**src/rtl/div_arbiter.sv**
```systemverilog
// -----------------------------------------------------------------------------
// div_arbiter
//
// Shares one blocking, fixed-latency integer divider among several requesters.
// One unsigned divide is accepted at a time. Requesters are chosen round-robin
// from a priority pointer. The block strobes the divider once, counts out its
// latency and hands quotient/remainder back to the winner with a one-hot
// response strobe. Divide-by-zero never reaches the divider: it is answered
// directly with an all-ones quotient and remainder = dividend. After every
// reset the block waits a full divider latency before granting, so a divide
// left running across the reset cannot corrupt the next result.
//
// Parameters
//   WIDTH        operand / result width (unsigned)
//   REQUESTERS   number of requesters (2..8)
//   DIV_LATENCY  cycles from divider start strobe to stable results (>= 2)
//
// Ports
//   clk_in              system clock, rising edge
//   rst_n_in            asynchronous active-low reset
//   req_valid_in        per-requester request
//   req_dividend_in     packed dividends, requester i at [i*WIDTH +: WIDTH]
//   req_divisor_in      packed divisors, same packing
//   req_ready_out       one-hot accept strobe (taken when valid & ready)
//   resp_valid_out      one-hot single-cycle result strobe
//   resp_quotient_out   quotient, meaningful with resp_valid_out
//   resp_remainder_out  remainder, meaningful with resp_valid_out
//   resp_div_zero_out   high with resp_valid_out when the divisor was zero
//   div_dividend_out    registered dividend to the divider
//   div_divisor_out     registered divisor to the divider
//   div_valid_out       single-cycle start strobe to the divider
//   div_quotient_in     quotient from the divider
//   div_remainder_in    remainder from the divider
// -----------------------------------------------------------------------------
module div_arbiter #(
    parameter int WIDTH       = 64,
    parameter int REQUESTERS  = 4,
    parameter int DIV_LATENCY = 66
) (
    input  logic                          clk_in,
    input  logic                          rst_n_in,
    input  logic [REQUESTERS-1:0]         req_valid_in,
    input  logic [REQUESTERS*WIDTH-1:0]   req_dividend_in,
    input  logic [REQUESTERS*WIDTH-1:0]   req_divisor_in,
    output logic [REQUESTERS-1:0]         req_ready_out,
    output logic [REQUESTERS-1:0]         resp_valid_out,
    output logic [WIDTH-1:0]              resp_quotient_out,
    output logic [WIDTH-1:0]              resp_remainder_out,
    output logic                          resp_div_zero_out,
    output logic [WIDTH-1:0]              div_dividend_out,
    output logic [WIDTH-1:0]              div_divisor_out,
    output logic                          div_valid_out,
    input  logic [WIDTH-1:0]              div_quotient_in,
    input  logic [WIDTH-1:0]              div_remainder_in
);

    localparam int IDX_W = (REQUESTERS > 1) ? $clog2(REQUESTERS) : 1;
    localparam int CNT_W = $clog2(DIV_LATENCY + 1);

    localparam logic [CNT_W-1:0] FLUSH_COUNT = CNT_W'(DIV_LATENCY);
    localparam logic [CNT_W-1:0] WAIT_COUNT  = CNT_W'(DIV_LATENCY - 1);
    localparam logic [IDX_W:0]   REQ_COUNT   = (IDX_W + 1)'(REQUESTERS);
    localparam logic [IDX_W-1:0] LAST_IDX    = IDX_W'(REQUESTERS - 1);

    typedef enum logic [2:0] {
        FLUSH,
        IDLE,
        ISSUE,
        WAIT,
        RESPOND
    } state_e;

    state_e             state_q, state_d;
    logic [CNT_W-1:0]   cnt_q, cnt_d;
    logic [IDX_W-1:0]   ptr_q, ptr_d;
    logic [IDX_W-1:0]   winner_q, winner_d;
    logic [WIDTH-1:0]   dividend_q, dividend_d;
    logic [WIDTH-1:0]   divisor_q, divisor_d;
    logic [WIDTH-1:0]   quot_q, quot_d;
    logic [WIDTH-1:0]   rem_q, rem_d;
    logic               div_zero_q, div_zero_d;

    logic               grant_valid;
    logic [IDX_W-1:0]   grant_idx;
    logic [IDX_W:0]     arb_sum;
    logic [IDX_W-1:0]   arb_cand;
    logic [WIDTH-1:0]   sel_dividend;
    logic [WIDTH-1:0]   sel_divisor;

    // Round-robin search: walk the requesters starting at the pointer and
    // wrap once past the last index; the first valid one wins. The sum is one
    // bit wider than an index so the wrap works for non-power-of-two counts.
    always_comb begin
        grant_valid = 1'b0;
        grant_idx   = '0;
        arb_sum     = '0;
        arb_cand    = '0;
        for (int k = 0; k < REQUESTERS; k++) begin
            arb_sum = {1'b0, ptr_q} + (IDX_W + 1)'(k);
            if (arb_sum >= REQ_COUNT) begin
                arb_sum = arb_sum - REQ_COUNT;
            end
            arb_cand = arb_sum[IDX_W-1:0];
            if (!grant_valid && req_valid_in[arb_cand]) begin
                grant_valid = 1'b1;
                grant_idx   = arb_cand;
            end
        end
    end

    // Operands of the current arbitration winner.
    always_comb begin
        sel_dividend = req_dividend_in[int'(grant_idx)*WIDTH +: WIDTH];
        sel_divisor  = req_divisor_in[int'(grant_idx)*WIDTH +: WIDTH];
    end

    // Sequencer next-state and strobe logic. The shared counter drains the
    // divider after reset in FLUSH and counts the divider latency in WAIT.
    // Zero divisors skip the divider and go straight to RESPOND.
    always_comb begin
        state_d        = state_q;
        cnt_d          = cnt_q;
        ptr_d          = ptr_q;
        winner_d       = winner_q;
        dividend_d     = dividend_q;
        divisor_d      = divisor_q;
        quot_d         = quot_q;
        rem_d          = rem_q;
        div_zero_d     = div_zero_q;
        req_ready_out  = '0;
        resp_valid_out = '0;
        div_valid_out  = 1'b0;

        case (state_q)
            FLUSH: begin
                if (cnt_q == '0) begin
                    state_d = IDLE;
                end else begin
                    cnt_d = cnt_q - 1'b1;
                end
            end

            IDLE: begin
                if (grant_valid) begin
                    req_ready_out[grant_idx] = 1'b1;
                    winner_d   = grant_idx;
                    ptr_d      = (grant_idx == LAST_IDX) ? '0 : grant_idx + 1'b1;
                    dividend_d = sel_dividend;
                    divisor_d  = sel_divisor;
                    if (sel_divisor == '0) begin
                        quot_d     = '1;
                        rem_d      = sel_dividend;
                        div_zero_d = 1'b1;
                        state_d    = RESPOND;
                    end else begin
                        div_zero_d = 1'b0;
                        state_d    = ISSUE;
                    end
                end
            end

            ISSUE: begin
                div_valid_out = 1'b1;
                cnt_d         = WAIT_COUNT;
                state_d       = WAIT;
            end

            WAIT: begin
                if (cnt_q == '0) begin
                    quot_d  = div_quotient_in;
                    rem_d   = div_remainder_in;
                    state_d = RESPOND;
                end else begin
                    cnt_d = cnt_q - 1'b1;
                end
            end

            RESPOND: begin
                resp_valid_out[winner_q] = 1'b1;
                state_d                  = IDLE;
            end

            default: begin
                state_d = FLUSH;
                cnt_d   = FLUSH_COUNT;
            end
        endcase
    end

    // State and datapath registers. Reset aborts any operation in progress
    // and restarts the drain period with the counter at the full latency.
    always_ff @(posedge clk_in or negedge rst_n_in) begin
        if (!rst_n_in) begin
            state_q    <= FLUSH;
            cnt_q      <= FLUSH_COUNT;
            ptr_q      <= '0;
            winner_q   <= '0;
            dividend_q <= '0;
            divisor_q  <= '0;
            quot_q     <= '0;
            rem_q      <= '0;
            div_zero_q <= 1'b0;
        end else begin
            state_q    <= state_d;
            cnt_q      <= cnt_d;
            ptr_q      <= ptr_d;
            winner_q   <= winner_d;
            dividend_q <= dividend_d;
            divisor_q  <= divisor_d;
            quot_q     <= quot_d;
            rem_q      <= rem_d;
            div_zero_q <= div_zero_d;
        end
    end

    // Every data output comes straight from a register, so nothing from the
    // divider reaches an output combinationally. The zero flag is qualified
    // by the response state so it only shows alongside a response strobe.
    always_comb begin
        div_dividend_out   = dividend_q;
        div_divisor_out    = divisor_q;
        resp_quotient_out  = quot_q;
        resp_remainder_out = rem_q;
        resp_div_zero_out  = (state_q == RESPOND) && div_zero_q;
    end

    // Structural invariants of the handshake strobes.
    a_ready_onehot : assert property (@(posedge clk_in) disable iff (!rst_n_in)
        $onehot0(req_ready_out));
    a_resp_onehot : assert property (@(posedge clk_in) disable iff (!rst_n_in)
        $onehot0(resp_valid_out));
    a_issue_exclusive : assert property (@(posedge clk_in) disable iff (!rst_n_in)
        div_valid_out |-> (req_ready_out == '0 && resp_valid_out == '0));

endmodule

```
**config.mk**
```make
export PLATFORM = sky130hd
export DESIGN_NAME = div_arbiter
export DESIGN_NICKNAME = d
export VERILOG_FILES = /design/src/rtl/div_arbiter.sv
export SDC_FILE = /design/constraint.sdc
export NUM_CORES = 1
export LEC_CHECK = 0
export CAP_MARGIN = 20
export CORE_AREA = 2 2 351 353
export DETAILED_ROUTE_END_ITERATION = 10
export DIE_AREA = 0 0 353 355
export GPL_TIMING_DRIVEN = 0
export SLEW_MARGIN = 20
export SYNTH_ARGS = -nofsm -noshare
export SYNTH_HDL_FRONTEND = slang
export SYNTH_SLANG_ARGS = --single-unit
```
**constraint.sdc**
```tcl
create_clock -name clk_in -period 3.04 [get_ports clk_in]
set_input_delay 0.608 -clock clk_in [delete_from_list [all_inputs] [get_ports clk_in]]
set_output_delay 0.608 -clock clk_in [all_outputs]
set_load 0.01 [all_outputs]
```
==> results by group, run 1 <==
Outcome
  – Status: finished, violations left
  – Violated checks: setup timing

Power and ir drop
  – Internal Power: 7940 µW
  – PwrDens: about 360 mW/mm²
  – Leak: ~0.013 µW
  – Max VDD drop: 0.266 mV
  – Flop pwr share: around a third
  – Logic gate share of total power: 23.3%
  – Switching Share: 28.5%
  – Clock power frac: 43.5%
  – Sw power: 3170 µW

Cells and area
  – Post-route cell area: 0.0310 mm²
  – Final Util: 25.5%
  – Final nets: 3,579
  – Commonest non-fill, non-tap cells in the layout: clkdlybuf4s50_1 (902), nand2_1 (568), dfrtp_1 (267)
  – Layout cells sized above 1: 17.7%
  – Layout area overhead: 100%
  – Most common cell after layout, fill and taps aside: clkdlybuf4s50_1

Placement
  – Hpwl dp: 102,000 µm
  – # port buffers: 911
  – GPL Wtd Cong: about 0.99
  – Post-DP Area: 0.0272 mm²

Detailed routing
  – DRT iter0 DRCs: 1,174
  – Final WL: 124,000 µm
  – Vias: 18,663
  – Wire per inst: approximately 27 µm
  – Post-route ant nets: 0
  – DRC violations left: 0
  – Detail-routed via count per cell: 4.07
  – Drt pass-1 iters: 5

Timing
  – Final setup fails: 139
  – Worst-margin pin slew: 1040 ps
  – Headroom to the max-slew limit: 30.4%
  – Post-route worst setup slack: -1080 ps
  – RSZ-0062 raised after global routing: yes
  – Achievable Freq: 243 MHz
  – Final hold vios: 0
  – Skew final: 24.8 ps
  – Tcrit/Tclk final: 136%
  – Fin. max-slew vios: 0
  – Fin crit period: 4120 ps

Critical path
  – Slowest-stage cell, CP: nand4_1
  – CP peak stage delay: roughly 440 ps
  – Crit path required time: 3540 ps
  – Worst Setup Start Kind: flop
  – WS Path Type: reg2reg
  – CP Capture Type: flop
  – Crit path DAT: 4620 ps
  – Critical Path Most Common Cell: buf_12
  – Critical Path, Cell by Cell: mux2_4 -> o221ai_2 -> buf_6 -> buf_6 -> buf_12 -> buf_16 -> mux2i_1 -> mux2i_2 -> nor4_4 -> nand4_1 -> nor4_4 -> buf_12 -> buf_12 -> buf_16 -> buf_12 -> buf_8 -> a211oi_2 -> a211oi_2
  – Worst Path Max Fanout: 6

CTS
  – Clk pin slew, worst setup/hold paths: 60 ps
  – Clk buf depth: 3
  – Num CTS Buffers: 39
  – CTS tree: yes
  – Root buf cell: clkbuf_16
  – Worst skew pair latency: 590 ps
  – H-Tree Level Count: 2
  – CTS Sinks: 271

Synth
  – Netlist cell types: 46
  – Post-synth top area cell: dfrtp_1
  – Asr flop ratio synth: 100%
  – Main synth FF type: dfrtp_1
  – Post-Syn Area per Cell: 8.21 µm²
  – Ys Warns: 0
  – Synth Register Bits: 271
  – Ranking of synthesized cells by area: dfrtp_1 (43%), nand2_1 (14%), mux2i_1 (12%)
  – Mapped Area: ~0.015 mm²
  – Post-synthesis sequential area ratio: 43.8%
  – Cells after Synth: 1,888
  – Synth Net Count: 2,539
  – Number of flops mapped to enable cells by yosys: 0
  – Area share of the largest cell type after synthesis: 43.5%

Die
  – Starting density of the core: roughly an eighth
  – Height of the die: 355 µm
  – IO Pins: 912
  – FP Rows: about 130
  – Core area: 0.121 mm²
  – Die area: ~0.13 mm²
  – Horiz. Die Dim: 353 µm

Global route
  – Overflow after GRT: 0
  – Gr usage total: 18.8%
  – First-pass GRT wire length: 162,000 µm
  – Vias in the first global route: 18,912
  – Layer with the highest usage: met2
  – Met3 usage: 5.34%
  – Largest net degree at the start of global routing: 85
  – Met2 Resource Use GR: 32.9%
  – Initial antenna violation count: 20
  – GR Util met1: roughly 22%

Min path
  – Min-delay worst type: reg2reg

Run
  – Max Cap Violations: 0
power by group through the flow:
stage | clock, µW | sequential, µW | combinational (µW)
CTS | 4990 | 3680 | 2360
floorplan | 0 | 3760 | 650
detailed placement | 0 | 3740 | 2230
finish | 4830 | 3680 | 2590
global route | 5100 | 3680 | 2730
global placement | 0 | 3750 | 2210
worst max-delay path: cells and delay by family, from the launching register on:
| kind | cells | cell delay (ps) |
|---|---|---|
| compound gates | 3 | 460 |
| mux | 3 | 690 |
| flops | 1 | 430 |
| buf+inv | 9 | 1230 |
| simple gates | 3 | 1150 |
state kept, by name (all words and copies together), names as in the netlist:
register            flops
cnt_q                   7
div_divisor_out        64
resp_remainder_out     64
state_q                 3
resp_quotient_out      64
div_zero_q              1
ptr_q                   2
div_dividend_out       64
winner_q                2
cells in the mapped netlist, types with 11 or more instances:
cell type	n
nand2_1	595
dfrtp_1	269
nor2_1	206
mux2i_1	192
o21ai_0	132
clkbuf_1	106
a211oi_1	78
a21oi_1	69
nand3_1	66
a211oi_2	50
buf_2	24
nor4_1	18
buf_4	11
final cells by class:
type	count	area, µm²
Tap cell	1625	2030
Clock buffer	49	1070
Inverter	7	30.0
Antenna cell	2	5.00
Clock inverter	18	239
Fill cell	13273	90400
Timing Repair Buffer	1005	10300
Sequential cell	271	6790
Buffer	147	1330
Multi-Input combinational cell	1457	9160
through the flow:
| step | hold slack (ps) | total power, µW | instances | worst slack, ps | setup TNS, ps |
|---|---|---|---|---|---|
| floorplan | 312 | 4410 | 1888 | -176 | -17330 |
| CTS | 411 | 11000 | 4542 | -1120 | -163020 |
| global placement | 459 | 5960 | 4424 | -11750 | -3863820 |
| global route | 454 | 11500 | 4580 | -1190 | -148910 |
| detailed placement | 460 | 5980 | 4428 | -2860 | -542490 |
| finish | 467 | 11100 | 4581 | -1080 | -131970 |
layer usage:
metal	up-vias	wire length (µm)
li1	8501	-
met1	9144	49100
met2	818	61100
met3	176	8950
met4	24	4570
met5	-	153
final timing paths:
path	from	endpoint	slack, ps	cells past startpoint
max	ptr_q[1]$_DFFE_PN0P_	resp_remainder_out[12]$_DFFE_PN0P_	-1080	18
min	div_zero_q$_DFFE_PN0P_	div_zero_q$_DFFE_PN0P_	470	2
max reg2reg	ptr_q[1]$_DFFE_PN0P_	resp_remainder_out[12]$_DFFE_PN0P_	-1080	18
min reg2reg	div_zero_q$_DFFE_PN0P_	div_zero_q$_DFFE_PN0P_	470	2
max in group asynchronous	rst_n_in	div_divisor_out[31]$_DFFE_PN0P_	1280	4
min in group asynchronous	rst_n_in	div_dividend_out[42]$_DFFE_PN0P_	480	2
repair_timing:
item                                   CTS  global route
pin swaps                               19            40
setup buffers                           39            42
hold buffers                             1             0
cloned                                   8             3
setup endpoints to repair              272           250
endpoints found under the hold margin   26             0
gates resized for setup                143           333
kinds of logic (layout without fill, tap and decap cells):
logic type	after synthesis	after routing	share of synthesized area [%]
and+or+nand+nor	913	913	23.5
AOI/OAI and AO/OA	342	342	15.0
adders and majority gates	5	5	0.404
muxes	193	193	12.5
xor gates and xnor gates	4	4	0.226
DFF	271	271	43.8
buffers and inverters	160	1226	4.63
other	0	2	0
Note: power is estimated with default switching activity, not from simulation.
==> run 2: changes to the inputs <==
Settings changed: ABC_CLOCK_PERIOD_IN_PS set to 3040, CAP_MARGIN 20 to 30.
==> run 2 against run 1 <==
The flow still finishes with violations (setup timing). Final cell count fell by 0.46%. Power fell by 3.7%. Hold slack improved by 5.2 ps. Die area unchanged. Clock power is 4.6% lower. Sequential power about the same. Critical path type unchanged. Largest power group unchanged.
==> results by group, run 2 (synthesis gave the netlist of run 1 again) <==
Detailed routing
  – Detail-routed via count per cell: 4.06 (-0.38%)
  – Vias: 18,506 (-0.84%)
  – Drt pass-1 iters: 5 (unchanged)
  – Wire per inst: 27.0 µm (-0.35%)
  – Final WL: 123,000 µm (-0.81%)
  – DRT iter0 DRCs: 1,054 (-10%)
  – Post-route ant nets: 0 (unchanged)
  – DRC violations left: 0 (unchanged)

Power and ir drop
  – Clock power frac: 43.1% (-0.4 points)
  – Switching Share: 28.6% (+0.085 points)
  – Logic gate share of total power: 22.5% (-0.8 points)
  – Max VDD drop: 0.276 mV (+4.0%)
  – Leak: 0.0131 µW (-1.8%)
  – Internal Power: 7630 µW (-3.8%)
  – Sw power: 3060 µW (-3.4%)
  – Flop pwr share: 34.4% (+1.3 points)
  – PwrDens: 355 mW/mm² (-0.94%)

Timing
  – Fin crit period: 4050 ps (-66.1 ps)
  – Skew final: 21.0 ps (-3.77 ps)
  – Post-route worst setup slack: -1010 ps (+66.1 ps)
  – Tcrit/Tclk final: 133% (-2.2 points)
  – Achievable Freq: 247 MHz (+1.6%)
  – Headroom to the max-slew limit: 34.7% (+4.2 points)
  – Final hold vios: 0 (unchanged)
  – RSZ-0062 raised after global routing: yes
  – Worst-margin pin slew: 980 ps (-63.0 ps)
  – Fin. max-slew vios: 0 (unchanged)
  – Worst Hold Margin: 473 ps (+5.16 ps)
  – Final setup fails: 135 (-2.9%)

Die
  – Die area: 0.125 mm² (unchanged)
  – Core area: 0.121 mm² (unchanged)
  – Height of the die: 355 µm (unchanged)
  – Starting density of the core: 12.8% (unchanged)
  – IO Pins: 912 (unchanged)
  – FP Rows: 128 (unchanged)
  – Horiz. Die Dim: 353 µm (unchanged)

CTS
  – H-Tree Level Count: 2 (unchanged)
  – Root buf cell: clkbuf_16
  – CTS tree: yes
  – Num CTS Buffers: 39 (unchanged)
  – Clk buf depth: 3 (unchanged)
  – CTS Sinks: 271 (unchanged)
  – Clk pin slew, worst setup/hold paths: 60 ps (about the same)
  – Worst skew pair latency: 570 ps (-20 ps)

Placement
  – GPL Wtd Cong: 0.986 (unchanged)
  – Placed Instances: 4,436 (+0.18%)
  – # port buffers: 911 (unchanged)
  – Hpwl dp: 103,000 µm (+0.15%)

Critical path
  – Critical path launch point: ptr_q[0]$_DFFE_PN0P_
  – Worst R2R End: resp_remainder_out[48]$_DFFE_PN0P_
  – Crit path required time: 3480 ps (-60 ps)
  – CP Capture Type: flop
  – Critical Path Most Common Cell: buf_12
  – FF-to-FF path depth: 18 (unchanged)
  – Crit path depth: 18 (unchanged)
  – CP peak stage delay: 530 ps (+90 ps)
  – WS Path Type: reg2reg
  – Worst R2R Start: ptr_q[0]$_DFFE_PN0P_
  – CP endpoint: resp_remainder_out[48]$_DFFE_PN0P_
  – Buf/Inv on CP: 10 (+1)
  – Worst Path Max Fanout: 10 (+4)
  – CP delay by family, top: buffers and inverters
  – Critical Path, Cell by Cell: buf_4 -> inv_1 -> a21oi_1 -> o22a_2 -> clkinv_1 -> buf_4 -> buf_4 -> mux2i_1 -> nor4_4 -> nand4_1 -> nor4_4 -> buf_12 -> buf_6 -> and2_4 -> buf_12 -> buf_12 -> buf_12 -> a211oi_2
  – R2R Setup Slk: -1010 ps (+70 ps)
  – Crit path DAT: 4500 ps (-120 ps)
  – Slowest-stage cell, CP: nor4_4
  – Worst Setup Start Kind: flop

Cells and area
  – Most common cell after layout, fill and taps aside: clkdlybuf4s50_1
  – Commonest non-fill, non-tap cells in the layout: clkdlybuf4s50_1 (902), nand2_1 (591), dfrtp_1 (267)
  – Final Util: 24.8% (-0.71 points)
  – Layout cells sized above 1: 13.7% (-4.0 points)
  – Final nets: 3,555 (-0.67%)
  – Layout area overhead: 94.4%
  – Fin cells: 4,560 (-0.46%)
  – Fillers: 13,335 (+0.47%)

Global route
  – Initial antenna violation count: 22 (+10%)
  – Overflow after GRT: 0 (unchanged)
  – Largest net degree at the start of global routing: 85 (unchanged)
  – Gr usage total: 18.8% (-0.027 points)
  – Vias in the first global route: 18,882 (-0.16%)
  – First-pass GRT wire length: 162,000 µm (about the same)

Run
  – Max Cap Violations: 0 (unchanged)

Min path
  – WHS Path Cells: 2 (unchanged)
  – Min-delay worst type: reg2reg

Outcome
  – Status: finished, violations left
  – Violated checks: setup timing
run 2: cell types whose count changed in the layout (fill, tap and decap cells not counted), moves of 14 or more:
cell,before,now
o21ai_2,24,10
clkbuf_1,59,75
nand2_2,20,3
o21ai_0,76,116
nand2_1,568,591
buf_4,55,30
run 2: worst min path at each step:
stage	from	endpoint	slack (ps)
floorplan	rst_n_in	cnt_q[0]$_DFFE_PN0P_	310
global placement	div_zero_q$_DFFE_PN0P_	div_zero_q$_DFFE_PN0P_	460
detailed placement	div_zero_q$_DFFE_PN0P_	div_zero_q$_DFFE_PN0P_	460
CTS	rst_n_in	div_dividend_out[32]$_DFFE_PN0P_	430
global route	rst_n_in	div_dividend_out[33]$_DFFE_PN0P_	470
finish	div_divisor_out[31]$_DFFE_PN0P_	div_divisor_out[31]$_DFFE_PN0P_	470
run 2: through the flow:
stage	setup TNS [ps]	cell area (µm²)	setup WS [ps]	power, µW
after CTS	-159460	29800	-1090	10800
after global routing	-143580	30100	-1170	11100
final	-123360	30100	-1010	10700
after detailed placement	-529100	27300	-2860	5980
after global placement	-3863820	27100	-11750	5960
after floorplan	-17330	16000	-176	4410
run 2: final cells by class:
class | instances | area (µm²) | share of cell area (%)
clock inverters | 16 | 173 | 0.573
flip-flops and latches | 271 | 6790 | 22.5
inverters | 7 | 30.0 | 0.0997
repair buffers | 980 | 10100 | 33.5
plain buffers | 148 | 1190 | 3.97
clock buffers | 51 | 1070 | 3.56
diodes | 5 | 12.5 | 0.0415
well taps | 1625 | 2030 | 6.75
multi-input cells | 1457 | 8720 | 28.9
run 2: layer usage:
layer  global-route usage, %  vias up  part of all wire (%)
li1                        -     8450                     -
met1                    21.8     9037                    40
met2                    32.9      808                    49
met3                    5.51      181                   7.6
met4                    6.40       30                   3.6
met5                       0        -                  0.15
run 2: what timing repair did:
item / in CTS / in global routing
endpoints found under the hold margin: 26 / 0
pin swaps: 12 / 12
cloned: 9 / 3
resized for setup: 143 / 106
setup buffers: 39 / 8
hold buffers: 1 / 0
setup endpoints to repair: 272 / 261
run 2: worst min-delay path, stage by stage, from the launching register on:
cell and delay [ps]:
dfrtp_1 340, nand2_1 50, nand2_1 60
run 2: power by group through the flow:
| stage | sequential [µW] | combinational, µW | clock (µW) |
|---|---|---|---|
| finish | 3680 | 2400 | 4610 |
| global route | 3680 | 2530 | 4870 |
| CTS | 3680 | 2350 | 4760 |
| detailed placement | 3740 | 2240 | 0 |
| global placement | 3750 | 2210 | 0 |
| floorplan | 3760 | 650 | 0 |
